[config.mk]
export PLATFORM = sky130hd
export DESIGN_NAME = vga_timing_gen_flat
export DESIGN_NICKNAME = d
export VERILOG_FILES = /design/src/rtl/vga_timing_pkg.sv /design/src/rtl/vga_timing_gen_if.sv /design/src/rtl/sync_delay.sv /design/src/rtl/vga_timing_gen.sv /design/src/flat_wrapper.sv
export SDC_FILE = /design/constraint.sdc
export NUM_CORES = 1
export LEC_CHECK = 0
export CORE_ASPECT_RATIO = 0.75
export CORE_MARGIN = 5
export CORE_UTILIZATION = 49
export DETAILED_ROUTE_END_ITERATION = 12
export PLACE_DENSITY = 0.89
export SKIP_CTS_REPAIR_TIMING = 1
export SYNTH_ARGS = -nofsm -noshare
export SYNTH_HDL_FRONTEND = slang
export SYNTH_SLANG_ARGS = --single-unit
[constraint.sdc]
create_clock -name vga_clk -period 2.52 [get_ports vga_clk]
set_input_delay 0.756 -clock vga_clk [delete_from_list [all_inputs] [get_ports vga_clk]]
set_output_delay 0.756 -clock vga_clk [all_outputs]
set_load 0.02 [all_outputs]
[src/rtl/vga_timing_pkg.sv]
// rtl/vga_timing_pkg.sv - shared raster constants and coordinate helpers for the VGA timing generator
package vga_timing_pkg;

  localparam int COORD_W = 10;

  localparam int H_VISIBLE_DEF = 640;
  localparam int H_FRONT_DEF   = 16;
  localparam int H_SYNC_DEF    = 96;
  localparam int H_BACK_DEF    = 48;
  localparam int V_VISIBLE_DEF = 480;
  localparam int V_FRONT_DEF   = 10;
  localparam int V_SYNC_DEF    = 2;
  localparam int V_BACK_DEF    = 33;

  localparam int H_TOTAL_DEF = H_VISIBLE_DEF + H_FRONT_DEF + H_SYNC_DEF + H_BACK_DEF;
  localparam int V_TOTAL_DEF = V_VISIBLE_DEF + V_FRONT_DEF + V_SYNC_DEF + V_BACK_DEF;

  typedef logic [COORD_W-1:0] coord_t;

  // Half-open window test done in int so an upper bound of 2**COORD_W cannot wrap.
  function automatic logic in_window(coord_t c, int lo, int hi);
    return (int'(c) >= lo) && (int'(c) < hi);
  endfunction

endpackage

[src/rtl/vga_timing_gen_if.sv]
// rtl/vga_timing_gen_if.sv - raster coordinate, blanking, sync and event bundle for renderers
interface vga_timing_gen_if;
  import vga_timing_pkg::*;

  coord_t DrawX;
  coord_t DrawY;
  logic   blank;
  logic   blank_d;
  logic   hs;
  logic   vs;
  logic   line_start;
  logic   frame_start;

  modport master (
    output DrawX, DrawY, blank, blank_d, hs, vs, line_start, frame_start
  );

  modport slave (
    input DrawX, DrawY, blank, blank_d, hs, vs, line_start, frame_start
  );

endinterface

[src/rtl/sync_delay.sv]
// rtl/sync_delay.sv - fixed-depth shift register with synchronous clear to a parameter value
module sync_delay #(
  parameter int               DEPTH   = 2,
  parameter int               WIDTH   = 1,
  parameter logic [WIDTH-1:0] RST_VAL = '0
) (
  input  logic             clk,
  input  logic             clr,
  input  logic [WIDTH-1:0] din,
  output logic [WIDTH-1:0] dout
);

  logic [WIDTH-1:0] stage [DEPTH];

  always_ff @(posedge clk) begin
    if (clr) begin
      for (int i = 0; i < DEPTH; i++) stage[i] <= RST_VAL;
    end else begin
      stage[0] <= din;
      for (int i = 1; i < DEPTH; i++) stage[i] <= stage[i-1];
    end
  end

  assign dout = stage[DEPTH-1];

endmodule

[src/rtl/vga_timing_gen.sv]
// rtl/vga_timing_gen.sv - raster counters, visible/sync decodes and sync delay matched to the
// two-stage renderer fetch
module vga_timing_gen
  import vga_timing_pkg::*;
#(
  parameter int   H_VISIBLE   = H_VISIBLE_DEF,
  parameter int   H_FRONT     = H_FRONT_DEF,
  parameter int   H_SYNC      = H_SYNC_DEF,
  parameter int   H_BACK      = H_BACK_DEF,
  parameter int   V_VISIBLE   = V_VISIBLE_DEF,
  parameter int   V_FRONT     = V_FRONT_DEF,
  parameter int   V_SYNC      = V_SYNC_DEF,
  parameter int   V_BACK      = V_BACK_DEF,
  parameter logic SYNC_ACTIVE = 1'b0,
  parameter int   PIPE_DELAY  = 2
) (
  input logic             vga_clk,
  input logic             reset,
  vga_timing_gen_if.master vga
);

  localparam int H_TOTAL  = H_VISIBLE + H_FRONT + H_SYNC + H_BACK;
  localparam int V_TOTAL  = V_VISIBLE + V_FRONT + V_SYNC + V_BACK;
  localparam int HS_START = H_VISIBLE + H_FRONT;
  localparam int VS_START = V_VISIBLE + V_FRONT;

  localparam coord_t H_LAST = coord_t'(H_TOTAL - 1);
  localparam coord_t V_LAST = coord_t'(V_TOTAL - 1);

  if (H_TOTAL > (1 << COORD_W) || V_TOTAL > (1 << COORD_W)) begin : g_bad_total
    $error("vga_timing_gen: raster total exceeds coordinate range");
  end
  if (PIPE_DELAY < 1 || PIPE_DELAY > 4) begin : g_bad_delay
    $error("vga_timing_gen: PIPE_DELAY must be 1..4");
  end

  coord_t     hc;
  coord_t     vc;
  logic       blank_raw;
  logic       hs_raw;
  logic       vs_raw;
  logic [2:0] dly_q;

  always_ff @(posedge vga_clk) begin
    if (reset) begin
      hc <= '0;
      vc <= '0;
    end else if (hc == H_LAST) begin
      hc <= '0;
      vc <= (vc == V_LAST) ? '0 : vc + 1'b1;
    end else begin
      hc <= hc + 1'b1;
    end
  end

  assign blank_raw = in_window(hc, 0, H_VISIBLE) && in_window(vc, 0, V_VISIBLE);
  assign hs_raw    = in_window(hc, HS_START, HS_START + H_SYNC);
  assign vs_raw    = in_window(vc, VS_START, VS_START + V_SYNC);

  // Clears to "deasserted" so syncs and blank_d stay idle until real decodes reach the output.
  sync_delay #(
    .DEPTH  (PIPE_DELAY),
    .WIDTH  (3),
    .RST_VAL(3'b000)
  ) u_sync_delay (
    .clk (vga_clk),
    .clr (reset),
    .din ({hs_raw, vs_raw, blank_raw}),
    .dout(dly_q)
  );

  assign vga.DrawX       = hc;
  assign vga.DrawY       = vc;
  assign vga.blank       = blank_raw;
  assign vga.blank_d     = dly_q[0];
  assign vga.hs          = dly_q[2] ? SYNC_ACTIVE : ~SYNC_ACTIVE;
  assign vga.vs          = dly_q[1] ? SYNC_ACTIVE : ~SYNC_ACTIVE;
  assign vga.line_start  = (hc == '0);
  assign vga.frame_start = (hc == '0) && (vc == '0);

endmodule

[src/flat_wrapper.sv]
// flat-port wrapper written by rule: the top's interface ports become plain ports
module vga_timing_gen_flat import vga_timing_pkg::*;
#(
  parameter int   H_VISIBLE   = H_VISIBLE_DEF,
  parameter int   H_FRONT     = H_FRONT_DEF,
  parameter int   H_SYNC      = H_SYNC_DEF,
  parameter int   H_BACK      = H_BACK_DEF,
  parameter int   V_VISIBLE   = V_VISIBLE_DEF,
  parameter int   V_FRONT     = V_FRONT_DEF,
  parameter int   V_SYNC      = V_SYNC_DEF,
  parameter int   V_BACK      = V_BACK_DEF,
  parameter logic SYNC_ACTIVE = 1'b0,
  parameter int   PIPE_DELAY  = 2
)
  (vga_clk, reset, vga_DrawX, vga_DrawY, vga_blank, vga_blank_d, vga_hs, vga_vs, vga_line_start, vga_frame_start);
  vga_timing_gen_if vga_i ();
  input logic vga_clk;
  input logic reset;
  output wire logic [$bits(vga_i.DrawX)-1:0] vga_DrawX;
  output wire logic [$bits(vga_i.DrawY)-1:0] vga_DrawY;
  output wire logic [$bits(vga_i.blank)-1:0] vga_blank;
  output wire logic [$bits(vga_i.blank_d)-1:0] vga_blank_d;
  output wire logic [$bits(vga_i.hs)-1:0] vga_hs;
  output wire logic [$bits(vga_i.vs)-1:0] vga_vs;
  output wire logic [$bits(vga_i.line_start)-1:0] vga_line_start;
  output wire logic [$bits(vga_i.frame_start)-1:0] vga_frame_start;
  assign vga_DrawX = vga_i.DrawX;
  assign vga_DrawY = vga_i.DrawY;
  assign vga_blank = vga_i.blank;
  assign vga_blank_d = vga_i.blank_d;
  assign vga_hs = vga_i.hs;
  assign vga_vs = vga_i.vs;
  assign vga_line_start = vga_i.line_start;
  assign vga_frame_start = vga_i.frame_start;
  vga_timing_gen #(.H_VISIBLE(H_VISIBLE), .H_FRONT(H_FRONT), .H_SYNC(H_SYNC), .H_BACK(H_BACK), .V_VISIBLE(V_VISIBLE), .V_FRONT(V_FRONT), .V_SYNC(V_SYNC), .V_BACK(V_BACK), .SYNC_ACTIVE(SYNC_ACTIVE), .PIPE_DELAY(PIPE_DELAY)) u_core (.vga_clk(vga_clk), .reset(reset), .vga(vga_i));
endmodule
# Word level (Yosys, flattened, before mapping)
# Memory sizes are Yosys's and may differ from the RTL's.
# Cells that the tools add are included.
[totals]
register_bits = 20
mem_bits_rw = 6
inputBits = 2
out_inout_bits = 26
word_cells = 30
mem_count = 1
[op_classes]
add_sub_neg = 2
n_lt_le_gt_ge = 6
n_eq_ne = 2
muxes = 8
n_bitwise = 2
n_reduce_logical = 7
[mem_list]
columns = ["name", "words", "width", "read_ports", "rd_clocked_by_memory_dff", "wr", "line_no", "source"]
rows = [
  ["u_core.u_sync_delay.stage", 2, 3, 2, 0, 2, "sync_delay.sv:13", "logic [WIDTH-1:0] stage [DEPTH];"],
]
[op_table]
columns = ["cell", "count"]
rows = [
  ["10-bit by 1-bit adder with 10-bit output, second input constant", 2],
  ["10-bit equality test, second input constant", 2],
  ["10-bit logical NOT", 2],
  ["10-bit < comparator, second input constant", 2],
  ["10-bit by 9-bit < comparator with 1-bit output, second input constant", 2],
  ["10-bit greater-or-equal comparator, second input constant", 1],
  ["10-bit by 9-bit greater-or-equal comparator with 1-bit output, second input constant", 1],
  ["10-bit 2-to-1 mux", 1],
  ["3-bit 2-to-1 mux", 2],
  ["1-bit 2-to-1 mux", 5],
  ["1-bit logical AND", 4],
  ["1-bit OR", 2],
  ["2-bit OR reduction", 1],
]

# Logic depth before layout (Yosys ltp)
[depth]
depth_word = 3
mapped_depth = 6
mapped_depth_nobuf = 6

# By module
# Synthesis repeated with hierarchy kept, for this count alone.
[unflattened]
hier_cells = 140
hier_area_um2 = 1251.2
[by_module_without_submodules]
columns = ["mod", "n_inst", "cells_each", "area_each_um2", "seq_area_each_um2"]
rows = [
  ["vga_timing_gen", 1, 125, 1071.0, 400.4],
  ["sync_delay", 1, 15, 180.2, 120.1],
]

# Least setup slack after synthesis
# OpenSTA, ideal clock, no wires.
[synth_timing]
path_kind = "register to output"
startpoint = "register u_core.hc[7], in the netlist u_core.vga.DrawX[7]"
endpoint = "output port vga_frame_start"
arrival_time_ns = 1.489
required_ns = 1.764
path_slack_ns = 0.275
path_stages_with_launch = 5
path_buffers = 0
path_cell_list = "dfxtp_1 > or2_2 > nor3_1 > and4_1 > and4_1"
[synth_between]
elab_chain_cells = 2
[synth_rtl]
columns = ["item", "line_no", "source"]
rows = [
  ["from (decl)", "vga_timing_gen.sv:37", "coord_t hc;"],
  ["from (signal assigned)", "vga_timing_gen.sv:52", "hc <= hc + 1'b1;"],
  ["10-bit logical NOT", "-", ""],
  ["named net vga_line_start", "flat_wrapper.sv:25", "output wire logic [$bits(vga_i.line_start)-1:0] vga_line_start;"],
  ["1-bit logical AND", "vga_timing_gen.sv:79", "assign vga.frame_start = (hc == '0) && (vc == '0);"],
  ["to (decl)", "flat_wrapper.sv:26", "output wire logic [$bits(vga_i.frame_start)-1:0] vga_frame_start;"],
]
# The timed path passes the listed nets, and every way through them passes these cells.

# Worst setup path after layout
[layout_timing]
startpoint = "register u_core.hc[8], in the netlist u_core.vga.DrawX[8]"
endpoint = "output port vga_frame_start"
[layout_between]
elab_chain_cells = 2
[layout_rtl]
columns = ["item", "line_no"]
rows = [
  ["10-bit logical NOT", "vga_timing_gen.sv:79"],
  ["1-bit logical AND", "vga_timing_gen.sv:79"],
]
# No other way between the ends.

==> run_results.csv <==
group,metric,value,unit
detailed_routing,wl,3.372,mm
setup_path,required,1.76,ns
power,leakage,0.6390,nW
status,status,"complete, no violations",
timing,tightest_slew,0.4239,ns
power,p_per_area,458.8,nW/um^2
global_routing,grt_max_degree,16,
floorplanning,ios,28,
clocking,cts.sinks,26,
detailed_routing,remaining_drc_errors,0,
setup_path,cp-start-kind,"flip-flop",
floorplanning,initial_core_util,49.80,%
clocking,clk_pin_slew,0.14,ns
detailed_routing,vias,1193,
timing,tns,0,ns
global_routing,globalRouteTotalUtil,20.47,%
logic_synthesis,synth_cells,146,
timing,finalCriticalPeriod,2.429,ns
floorplanning,dieHeight,54.03,um
min_path,hold_class,"flip-flop to flip-flop",
detailed_routing,drt_iter0_markers,88,
setup_path,cp_max_fo,2,
timing,timing.hold.ws,0.4631,ns
floorplanning,rows,16,
floorplanning,core_area,2542,um^2
timing,skew,0.002317,ns
global_routing,overflow,0,
timing,fmax,411.8,MHz
clocking,clockBufferDepth,2,
layout,drive_above_1_share,14.13,%
floorplanning,die_area,3712,um^2
global_routing,grt_pass1_wl,5.575,mm
clocking,insertion_delay,0.34,ns
layout,fin_nets,191,
placement,gp_congestion,0.8232,
logic_synthesis,avgSynthCellArea,8.673,um^2
timing,rsz0062_at_grt,"false",
logic_synthesis,yosysWarnings,0,
timing,hold_viol,0,
setup_path,critical_path.most_common_cell,"and4_1",
logic_synthesis,synth_area,1266,um^2
power,peakVddDrop,0.4166,mV
setup_path,criticalPathCategory,"flip-flop to output port",
setup_path,crit_chain,"or2_2 -> nor3_2 -> and4_1 -> and4_1 -> buf_4",
clocking,numCtsBuffers,3,
logic_synthesis,ys_types,30,
global_routing,grt_pass1_vias,1133,
layout,area_growth,33.99,%
layout,num_antenna_cells,0,
placement,port_buffers,27,
clocking,cts-root-buf,"clkbuf_4",
detailed_routing,via_per_inst,5.423,
job,maxCapViolCount,0,
logic_synthesis,yosysSeqAreaShare,41.11,%
floorplanning,fp.dieW,68.70,um
setup_path,critical-path-max-stage-delay,0.35,ns
timing,timing.final.max_slew_violations,0,
clocking,cts_tree,"built",
layout,utilization,66.73,%
detailed_routing,firstDrtPassIters,4,
setup_path,critPathCaptureType,"output port",
logic_synthesis,syn_nets,152,
timing,setup_violations,0,
detailed_routing,wl_per_cell,15.33,um
global_routing,antenna_found_initial,0,
placement,place.detailed.hpwl,2.568,mm
logic_synthesis,synth_seq_cells,26,
timing,relSlewSlack,71.53,%
timing,post-route-period-util,96.37,%
clocking,htreeDepth,1,
detailed_routing,ant_nets,0,
setup_path,arrival,1.67,ns
setup_path,crit_slowest_cell,"dfxtp_1",
-- cells by family (layout without fill, tap and decap cells) --
logic type / count (synthesis) / after routing / synth area share, %
fa+ha+maj: 4 / 4 / 3.953
simple gates: 77 / 77 / 33.60
buf+inv: 15 / 53 / 5.730
flops: 26 / 26 / 41.11
xor+xnor: 14 / 14 / 9.684
mux: 2 / 2 / 1.581
compound gates: 8 / 8 / 4.348
-- metal layers --
| layer | track usage (%) | vias up | part of all wire [%] |
|---|---|---|---|
| met1 | 24.84 | 539 | 40 |
| li1 | - | 576 | - |
| met5 | 0 | - | 0 |
| met4 | 9.061 | 0 | 3.1 |
| met2 | 34.71 | 64 | 49 |
| met3 | 4.593 | 14 | 8.0 |
-- flip-flops by register name, summed over array words and instances, names as in the netlist --
| signal | count |
|---|---|
| u_core.u_sync_delay.stage | 6 |
| u_core.vga.DrawY | 10 |
| u_core.vga.DrawX | 10 |
-- area by class of cell --
class                   instances  area [um^2]
inverters                       8        30.03
well taps                      36        45.04
fillers                       197        845.8
multi-input cells             105        678.2
flip-flops and latches         26        520.5
clock inverters                 1        30.03
repair buffers                 41        370.4
clock buffers                   3        22.52
-- worst max-delay path: cells and delay by family (launching register included) --
family,cells,cell delay (ns)
buffers and inverters,1,0.14
and+or+nand+nor,4,0.84
DFF,1,0.35
-- worst paths after layout --
path / startpoint / to / slack (ns) / cells past startpoint
min: u_core.u_sync_delay.stage[0][2] / u_core.u_sync_delay.stage[0][5] / 0.46 / 1
max: u_core.vga.DrawX[8] / vga_frame_start / 0.09 / 5
max reg2reg: u_core.vga.DrawX[0] / u_core.vga.DrawY[5] / 0.46 / 5
min reg2reg: u_core.u_sync_delay.stage[0][2] / u_core.u_sync_delay.stage[0][5] / 0.46 / 1
-- cells in the final DEF (no fill, tap or decap), types with 2 or more instances in the layout --
master	Yosys	layout
nor4_1	6	6
nand2b_1	2	2
nor2_1	23	23
ha_1	4	4
nand4_1	3	3
and4_1	3	3
xor2_1	5	5
nand3_1	10	10
a21oi_1	5	5
buf_4	0	15
nand4b_1	2	2
nor2b_1	5	5
clkdlybuf4s50_1	0	24
clkbuf_4	0	3
xnor2_1	9	9
inv_1	8	8
nor3_1	6	5
mux2i_1	2	2
nand2_1	8	8
dfxtp_1	26	26
and3_1	3	3
-- synth_stat cells --
cell type | count | share of area [%]
nand2_1 | 8 | 2.4
or4_4 | 1 | 0.89
nor2_1 | 23 | 6.8
buf_6 | 2 | 1.8
o211a_1 | 1 | 0.79
nand2b_1 | 2 | 0.99
xor2_1 | 5 | 3.5
inv_1 | 8 | 2.4
and4_1 | 3 | 2.1
nor3_1 | 6 | 2.4
dfxtp_1 | 26 | 41
nand4b_1 | 2 | 1.4
a221oi_1 | 1 | 0.69
o21bai_2 | 1 | 0.89
nand3_1 | 10 | 4.0
mux2i_1 | 2 | 1.6
xnor2_1 | 9 | 6.2
or2_2 | 1 | 0.49
or3b_1 | 1 | 0.69
nor4_2 | 1 | 0.99
and3_1 | 3 | 1.5
nor4_1 | 6 | 3.0
a21oi_1 | 5 | 2.0
nor2b_1 | 5 | 2.5
or3_1 | 1 | 0.49
ha_1 | 4 | 4.0
nor4_4 | 1 | 1.7
buf_2 | 1 | 0.39
clkbuf_1 | 4 | 1.2
nand4_1 | 3 | 1.5
-- report_power, final --
group	switching (W)	internal, W
clock	0.000133	0.000161
combinational	0.0000335	0.0000278
sequential	0.00000571	0.000417
total	0.000172	0.000606
-- metrics by stage --
step	setup slack, ns	cells	power (W)	area (um^2)
after global placement	0.05716	216	0.0004928	1644
after CTS	-0.4351	220	0.0007822	1697
after global routing	0.01384	220	0.0008012	1697
after floorplan	0.2754	146	0.0004622	1266
final	0.09146	220	0.0007784	1697
after detailed placement	-0.04124	216	0.0004961	1644
No activity file was read; power rests on OpenSTA's default activity.
